===== src/rtl/link_arbiter.sv =====
// Four-channel link arbiter: one-entry buffers per channel, priority with
// round-robin tie-break and age-based promotion onto a single output link.
module link_arbiter #(
    parameter int PKT_W   = 43,
    parameter int AGE_W   = 4,
    parameter int AGE_MAX = 15
) (
    input  logic             clk,
    input  logic             rst,
    input  logic [PKT_W-1:0] channel_1_in,
    input  logic [PKT_W-1:0] channel_2_in,
    input  logic [PKT_W-1:0] channel_3_in,
    input  logic [PKT_W-1:0] channel_4_in,
    input  logic [3:0]       ch_valid,
    output logic [3:0]       ch_ready,
    input  logic             out_ready,
    output logic [PKT_W-1:0] out_data,
    output logic             out_valid,
    output logic [1:0]       grant_id,
    output logic [15:0]      pkt_count
);

    typedef enum logic {
        IDLE,
        SEND
    } state_t;

    state_t           state;
    logic [3:0]       full;
    logic [PKT_W-1:0] pbuf  [4];
    logic [PKT_W-1:0] pin   [4];
    logic [AGE_W-1:0] age   [4];
    logic [2:0]       eprio [4];
    logic [1:0]       rr_ptr;
    logic [1:0]       win;
    logic [1:0]       idx;
    logic [2:0]       best;
    logic             found;
    logic             load;
    logic [3:0]       win_mask;

    assign pin[0]   = channel_1_in;
    assign pin[1]   = channel_2_in;
    assign pin[2]   = channel_3_in;
    assign pin[3]   = channel_4_in;
    assign ch_ready = ~full;

    always_comb begin
        for (int i = 0; i < 4; i++) begin
            if (age[i] == AGE_W'(AGE_MAX))
                eprio[i] = 3'd7;
            else
                eprio[i] = pbuf[i][PKT_W-1 -: 3];
        end
    end

    // Scan from rr_ptr+1; strict '>' keeps the earliest channel on ties.
    always_comb begin
        win   = rr_ptr;
        idx   = '0;
        best  = '0;
        found = 1'b0;
        for (int k = 1; k <= 4; k++) begin
            idx = rr_ptr + 2'(k);
            if (full[idx] && (!found || eprio[idx] > best)) begin
                found = 1'b1;
                best  = eprio[idx];
                win   = idx;
            end
        end
    end

    assign load     = (|full) && (state == IDLE || out_ready);
    assign win_mask = load ? (4'b0001 << win) : 4'b0000;

    always_ff @(posedge clk or negedge rst) begin
        if (!rst) begin
            state     <= IDLE;
            full      <= '0;
            rr_ptr    <= 2'd3;
            out_data  <= '0;
            out_valid <= 1'b0;
            grant_id  <= '0;
            pkt_count <= '0;
            for (int i = 0; i < 4; i++) begin
                pbuf[i] <= '0;
                age[i]  <= '0;
            end
        end else begin
            full <= (full & ~win_mask) | (ch_valid & ~full);
            for (int i = 0; i < 4; i++) begin
                if (ch_valid[i] && !full[i]) begin
                    pbuf[i] <= pin[i];
                    age[i]  <= '0;
                end else if (load && full[i] && win != 2'(i)
                             && age[i] != AGE_W'(AGE_MAX)) begin
                    age[i] <= age[i] + AGE_W'(1);
                end
            end
            unique case (state)
                IDLE: begin
                    if (load) begin
                        out_data  <= pbuf[win];
                        grant_id  <= win;
                        rr_ptr    <= win;
                        out_valid <= 1'b1;
                        state     <= SEND;
                    end
                end
                SEND: begin
                    if (out_ready) begin
                        pkt_count <= pkt_count + 16'd1;
                        if (load) begin
                            out_data <= pbuf[win];
                            grant_id <= win;
                            rr_ptr   <= win;
                        end else begin
                            out_valid <= 1'b0;
                            state     <= IDLE;
                        end
                    end
                end
                default: state <= IDLE;
            endcase
        end
    end

endmodule


===== config.mk =====
export PLATFORM = sky130hd
export DESIGN_NAME = link_arbiter
export DESIGN_NICKNAME = d
export VERILOG_FILES = /design/src/rtl/link_arbiter.sv
export SDC_FILE = /design/constraint.sdc
export NUM_CORES = 1
export LEC_CHECK = 0
export CORE_UTILIZATION = 40
export CTS_CLUSTER_DIAMETER = 80
export CTS_CLUSTER_SIZE = 30
export DETAILED_ROUTE_END_ITERATION = 10
export GPL_TIMING_DRIVEN = 1
export PLACE_DENSITY_LB_ADDON = 0.08
export SYNTH_ARGS = -nofsm -noshare
export SYNTH_HDL_FRONTEND = slang
export SYNTH_SLANG_ARGS = --single-unit

===== constraint.sdc =====
create_clock -name clk -period 8.9 [get_ports clk]
set_input_delay 0.89 -clock clk [delete_from_list [all_inputs] [get_ports clk]]
set_output_delay 0.89 -clock clk [all_outputs]
set_load 0.05 [all_outputs]

; ---- Word level (Yosys, flattened, before mapping)
; Cells that the tools add are included.
[totals]
regBits = 257
input_bits = 179
wordCells = 162
[classes]
n_addsub = 8
n_bitwise = 11
n_mux = 62
shifts = 1
order_cmp = 12
n_eq_ne = 14
reduce_logical = 39
[ops]
columns = operator, count
row1 = two-way mux 43 bit, 4
row2 = binary-select mux 43 bit (select 2 bit), 1
row3 = one-hot mux 43 bit (2 select lines), 1
row4 = two-way mux 3 bit, 15
row5 = two-way mux 4 bit, 9
row6 = binary-select mux 3 bit (select 2 bit), 4
row7 = logical AND 1 bit, 20
row8 = "adder 16 x 1 -> 16 bit, second input constant", 1
row9 = "adder 4 x 1 -> 4 bit, second input constant", 4
row10 = "equality test 4 bit, second input constant", 4
row11 = two-way mux 2 bit, 8
row12 = "!= test 4 bit, second input constant", 4
row13 = "greater-or-equal comparator 3 bit, second input constant", 5
row14 = inverter 2 -> 3 bit, 5
row15 = "< comparator 2 x 3 -> 1 bit, second input constant", 4
row16 = two-way mux 1 bit, 12
row17 = "!= test 2 bit, second input constant", 5
row18 = nonzero test 2 bit, 5
row19 = > comparator 3 bit, 3
row20 = bitwise AND 4 bit, 2
row21 = binary-select mux 1 bit (select 2 bit), 4
row22 = inverter 4 bit, 2
row23 = one-hot mux 2 bit (2 select lines), 2
row24 = zero test 1 bit, 7
row25 = other kinds (11), 16

; ---- Depth between registers and ports, before layout
[logic_depth]
word_depth = 25
mapped_depth = 33
mapped_depth_nobuf = 30

; ---- Worst setup path after synthesis
; Ideal clock, no wire load.
[synth_timing]
kind = reg2reg
from = register rr_ptr[1]
to = register age[1] in the netlist's numbering
setup_ps = 128
t_arrival_ps = 6020
required_time_ps = 8772
path_buffers = 3
slack_ps = 2752
stages_incl_launch_ff = 27
cell_sequence = dfstp_2 -> buf_2 -> buf_1 -> xor2_1 -> o221ai_1 -> ha_1 -> nand3_1 -> o21ai_0 -> o21ai_2 -> nor2b_1 -> mux2_2 -> ha_1 -> nand3_1 -> o21ai_0 -> o21ai_0 -> and2_1 -> buf_6 -> nand2_1 -> o21a_1 -> ha_1 -> o21ai_0 -> o21ai_0 -> o21a_1 -> or3_1 -> a211oi_2 -> nor2_1 -> mux2_1
[synth_between]
elab_chain_cells = 22
word_cells_on_any_way = 53
cone_classes = add/sub: 3 / order compare: 3 / eq/ne: 1 / mux: 30 / bitwise: 4 / reduce/logical: 12
[synth_rtl]
columns = element, line
row1 = "start, declared", 34  ; logic [1:0] rr_ptr;
row2 = "start signal, assigned", 105  ; rr_ptr <= win;
row3 = "start signal, assigned", 116  ; rr_ptr <= win;
row4 = adder 2 x 1 -> 2 bit, 64  ; idx = rr_ptr + 2'(k);
row5 = inverter 2 -> 3 bit (implied by the code), 67  ; best = eprio[idx];
row6 = binary-select mux 3 bit (select 2 bit), 67
row7 = two-way mux 3 bit (implied by the code) (2 in series), 67
row8 = two-way mux 3 bit, 65  ; if (full[idx] && (!found || eprio[idx] > best)) begin
row9 = > comparator 3 bit, 65
row10 = logical OR 1 bit, 65
row11 = logical AND 1 bit, 65
row12 = [... 5 more ...], n/a
row13 = > comparator 3 bit or zero test 1 bit (tied branches), 65
row14 = logical OR 1 bit, 65
row15 = logical AND 1 bit, 65
row16 = two-way mux 2 bit *, 65
row17 = != test 2 bit *, 95  ; end else if (load && full[i] && win != 2'(i)
row18 = logical AND 1 bit *, 95
row19 = logical AND 1 bit *, 96  ; && age[i] != AGE_W'(AGE_MAX)) begin
row20 = nonzero test 2 bit (no source line) *, n/a
row21 = "end signal, assigned by index", 97  ; age[i] <= age[i] + AGE_W'(1);
row22 = "end, declared", 32  ; logic [AGE_W-1:0] age [4];
; Every way passes the cells marked *; elsewhere a longest branch is shown, timed or not. The select of a mux whose other input is x is not followed.
; A chain may end at the register's enable or synchronous reset.

; ---- Final worst setup path
[layout_timing]
from = register rr_ptr[0]
to = register out_data[28]
[layout_between]
elab_chain_cells = 25
word_cells_on_any_way = 56
cone_classes = add/sub: 3 / order compare: 3 / mux: 36 / bitwise: 5 / reduce/logical: 9
[layout_rtl]
columns = element, line
row1 = adder 2 x 1 -> 2 bit, 64
row2 = inverter 2 -> 3 bit (implied by the code), 67
row3 = binary-select mux 3 bit (select 2 bit), 67
row4 = two-way mux 3 bit (implied by the code) (2 in series), 67
row5 = two-way mux 3 bit, 65
row6 = > comparator 3 bit, 65
row7 = logical OR 1 bit, 65
row8 = logical AND 1 bit, 65
row9 = [... 7 more ...], n/a
row10 = logical AND 1 bit, 65
row11 = two-way mux 2 bit *, 65
row12 = inverter 2 -> 3 bit (implied by the code) *, "103, 114"
row13 = binary-select mux 43 bit (select 2 bit) *, "103, 114"
row14 = two-way mux 43 bit (implied by the code) * (2 in series), "103, 114"
row15 = two-way mux 43 bit *, "102, 113"
row16 = two-way mux 43 bit, 111  ; if (out_ready) begin
row17 = one-hot mux 43 bit (2 select lines) *, 100  ; unique case (state)
row18 = "end signal, assigned", 103  ; out_data <= pbuf[win];
row19 = "end signal, assigned", 114  ; out_data <= pbuf[win];
row20 = "end, declared", 17  ; output logic [PKT_W-1:0] out_data,
; Marked as above.

==> impl_metrics.json <==
{
  "status": "completed",
  "numPortBuffers": 244,
  "wl_per_cell_microns": 18.37,
  "yosysMostFrequentCell": "nand2_1",
  "fp.dieW_microns": 177.1,
  "cp-startpoint": "rr_ptr[0]",
  "clockRootBuffer": "clkbuf_16",
  "cts_sinks": 257,
  "ys_ff_latch": 257,
  "avgSynthCellArea_sq_um": 9.691,
  "path_class": "flip-flop to flip-flop",
  "cts_buffers": 15,
  "drt_wl_total_microns": 34130,
  "vias": 9655,
  "grt_pass1_vias": 9842,
  "setup_tns_ps": 0,
  "hold_class": "input port to async pin",
  "rows": 63,
  "pin_count": 245,
  "htreeDepth": 1,
  "clk_pin_slew_worst_paths_ps": 100,
  "antenna_found_initial": 1,
  "grt_usage": 0.2218,
  "drv_cap": 0,
  "cts_resized": 0,
  "max_freq_mhz": 128.9,
  "synth_area_leader_cell": "dfrtp_1",
  "cts_tree": "built",
  "antenna_cells": 0,
  "syn_inst": 1265,
  "first_pass_iters": 5,
  "netlist_area_sq_um": 12260,
  "drtAntennaViolNets": 0,
  "yosys_warnings": 0,
  "rsz0062_at_grt": "false",
  "crit_required_ps": 9260,
  "reg2reg_depth": 28,
  "post-route-drc-count": 0,
  "hold_viol": 0,
  "clock_latency_ps": 500,
  "rr_endpoint": "out_data[28]",
  "postCtsSetupRepairBufs": 0,
  "cpMaxStageDelayCell": "dfstp_2",
  "critPathMaxFanout": 33,
  "reg2reg_from": "rr_ptr[0]",
  "maxSlewViolCount": 0,
  "gp_congestion": 0.8311,
  "setup_viol": 0,
  "ys_async_sr_fraction": 1.000,
  "fin_crit_sh": 0.8713,
  "synth_top_area_share": 0.5205,
  "clockBufferDepth": 3,
  "r2r_slack_ps": 1150,
  "vias_per_cell": 5.196,
  "crit_path_end": "out_data[28]",
  "finClkSkew_ps": 25.97,
  "end_kind": "flip-flop",
  "drtIter0Drc": 736,
  "die_area_sq_um": 31350,
  "final_nets": 1654,
  "max_stage_delay_ps": 910,
  "grt_overflow": 0,
  "synth.area.top_cells": "dfrtp_1 (52%), nand2_1 (13%), a211oi_1 (5.1%)",
  "synth.distinct_cells": 53,
  "core_area_sq_um": 29870,
  "die_h_microns": 177.1,
  "layout-drive-gt1-share": 0.08447,
  "cp_common_cell": "o21ai_0",
  "synth_edf_count": 0,
  "tightest_slew_ps": 1088,
  "fin_crit_ps": 7755,
  "crit_arrival_ps": 8120,
  "cp-start-kind": "flip-flop",
  "synth_top_cells_by_count": "nand2_1 (434), dfrtp_1 (255), a211oi_1 (83)",
  "dp_hpwl_microns": 22970,
  "synth_fp_nets": 1458,
  "grt_pass1_wl_microns": 54610,
  "grt_max_degree": 178,
  "slew_headroom": 0.2732,
  "area_delta_synth_final_pct": 26.12,
  "synth_flop_cell": "dfrtp_1",
  "initial_core_util": 0.4104,
  "postCtsHoldBufs": 0,
  "ys_seq_area_frac": 0.5248
}
## per-layer routing
metal | share of wire | track usage | routed length (microns)
met4 | 0.017 | 0.04167 | 582
met2 | 0.47 | 0.3545 | 15990
met5 | 0 | 0 | 0
met1 | 0.47 | 0.3234 | 16140
met3 | 0.042 | 0.02749 | 1420
## cell usage in the layout, fill, tap and decap left out, types with 4 or more instances in the layout
cell type	netlist	routed
nand2_1	434	431
nor3_1	17	17
a21oi_1	19	19
nor2b_4	0	5
mux2i_1	59	59
a211oi_2	10	10
nand2b_1	10	10
nor2_1	64	64
a21boi_0	31	31
a21boi_1	10	10
or3_1	5	5
inv_1	15	15
clkdlybuf4s50_1	0	243
xor2_1	5	5
and3_1	11	11
o21ai_0	15	15
o21a_1	5	5
mux2_2	53	53
dfrtp_1	255	255
nor2b_1	9	4
a211oi_1	83	83
ha_1	14	14
xnor2_1	11	11
buf_4	5	12
nand3_1	11	10
clkbuf_16	0	15
## sequential cells by signal (all words and copies together) (netlist names)
signal and cells:
grant_id 2, out_data 43, age 16, pkt_count 16, full 4, out_valid 1, pbuf 172, state 1
rr_ptr 2
## layout make-up
| class | instances | area (sq um) |
|---|---|---|
| Sequential cell | 257 | 6434 |
| Clock buffer | 15 | 375.4 |
| Timing Repair Buffer | 257 | 2557 |
| Inverter | 15 | 56.30 |
| Tap cell | 390 | 488.0 |
| Fill cell | 2776 | 14410 |
| Clock inverter | 9 | 113.9 |
| Multi-Input combinational cell | 915 | 5436 |
## stage by stage
stage          setup slack [ps]  hold slack (ps)    util  cell area (sq um)  std cells
2_1_floorplan              2752            435.7       -              12260       1265
3_3_place_gp               1398            451.3  0.5012              14970       1834
3_5_place_dp               1198            456.0  0.5012              14970       1834
4_1_cts                    1191            384.1  0.5175              15460       1858
5_1_grt                   342.2            403.4  0.5175              15460       1858
6_report                   1145            355.0  0.5175              15460       1858
## worst max-delay path: cells and delay by family, from the launching register on
family | cells | cell delay, ps
compound gates | 12 | 2360
fa+ha+maj | 3 | 760
mux | 2 | 620
buf+inv | 4 | 960
flops | 1 | 910
simple gates | 7 | 2000
## how the worst min path moves through the flow
stage	from	end	slack, ps
floorplan	age[3]	age[3]	440
global placement	pbuf[151]	pbuf[151]	450
detailed placement	pbuf[161]	pbuf[161]	460
CTS	rst	pkt_count[12]	380
global route	rst	pkt_count[15]	400
finish	rst	pkt_count[13]	350
## kinds of logic (layout without fill, tap and decap cells)
logic type | Yosys count | after routing | share of synthesized area
AO/OA/AOI/OAI | 197 | 197 | 0.1210
XOR/XNOR | 16 | 16 | 0.01143
adder cells (fa/ha/maj) | 14 | 14 | 0.01429
buffers and inverters | 93 | 296 | 0.03735
flip-flops | 257 | 257 | 0.5248
multiplexers | 115 | 115 | 0.1014
AND/OR/NAND/NOR | 573 | 573 | 0.1896
Power is not shown: default switching activity piles up to over one toggle a cycle in this logic, so the estimate is an artifact.
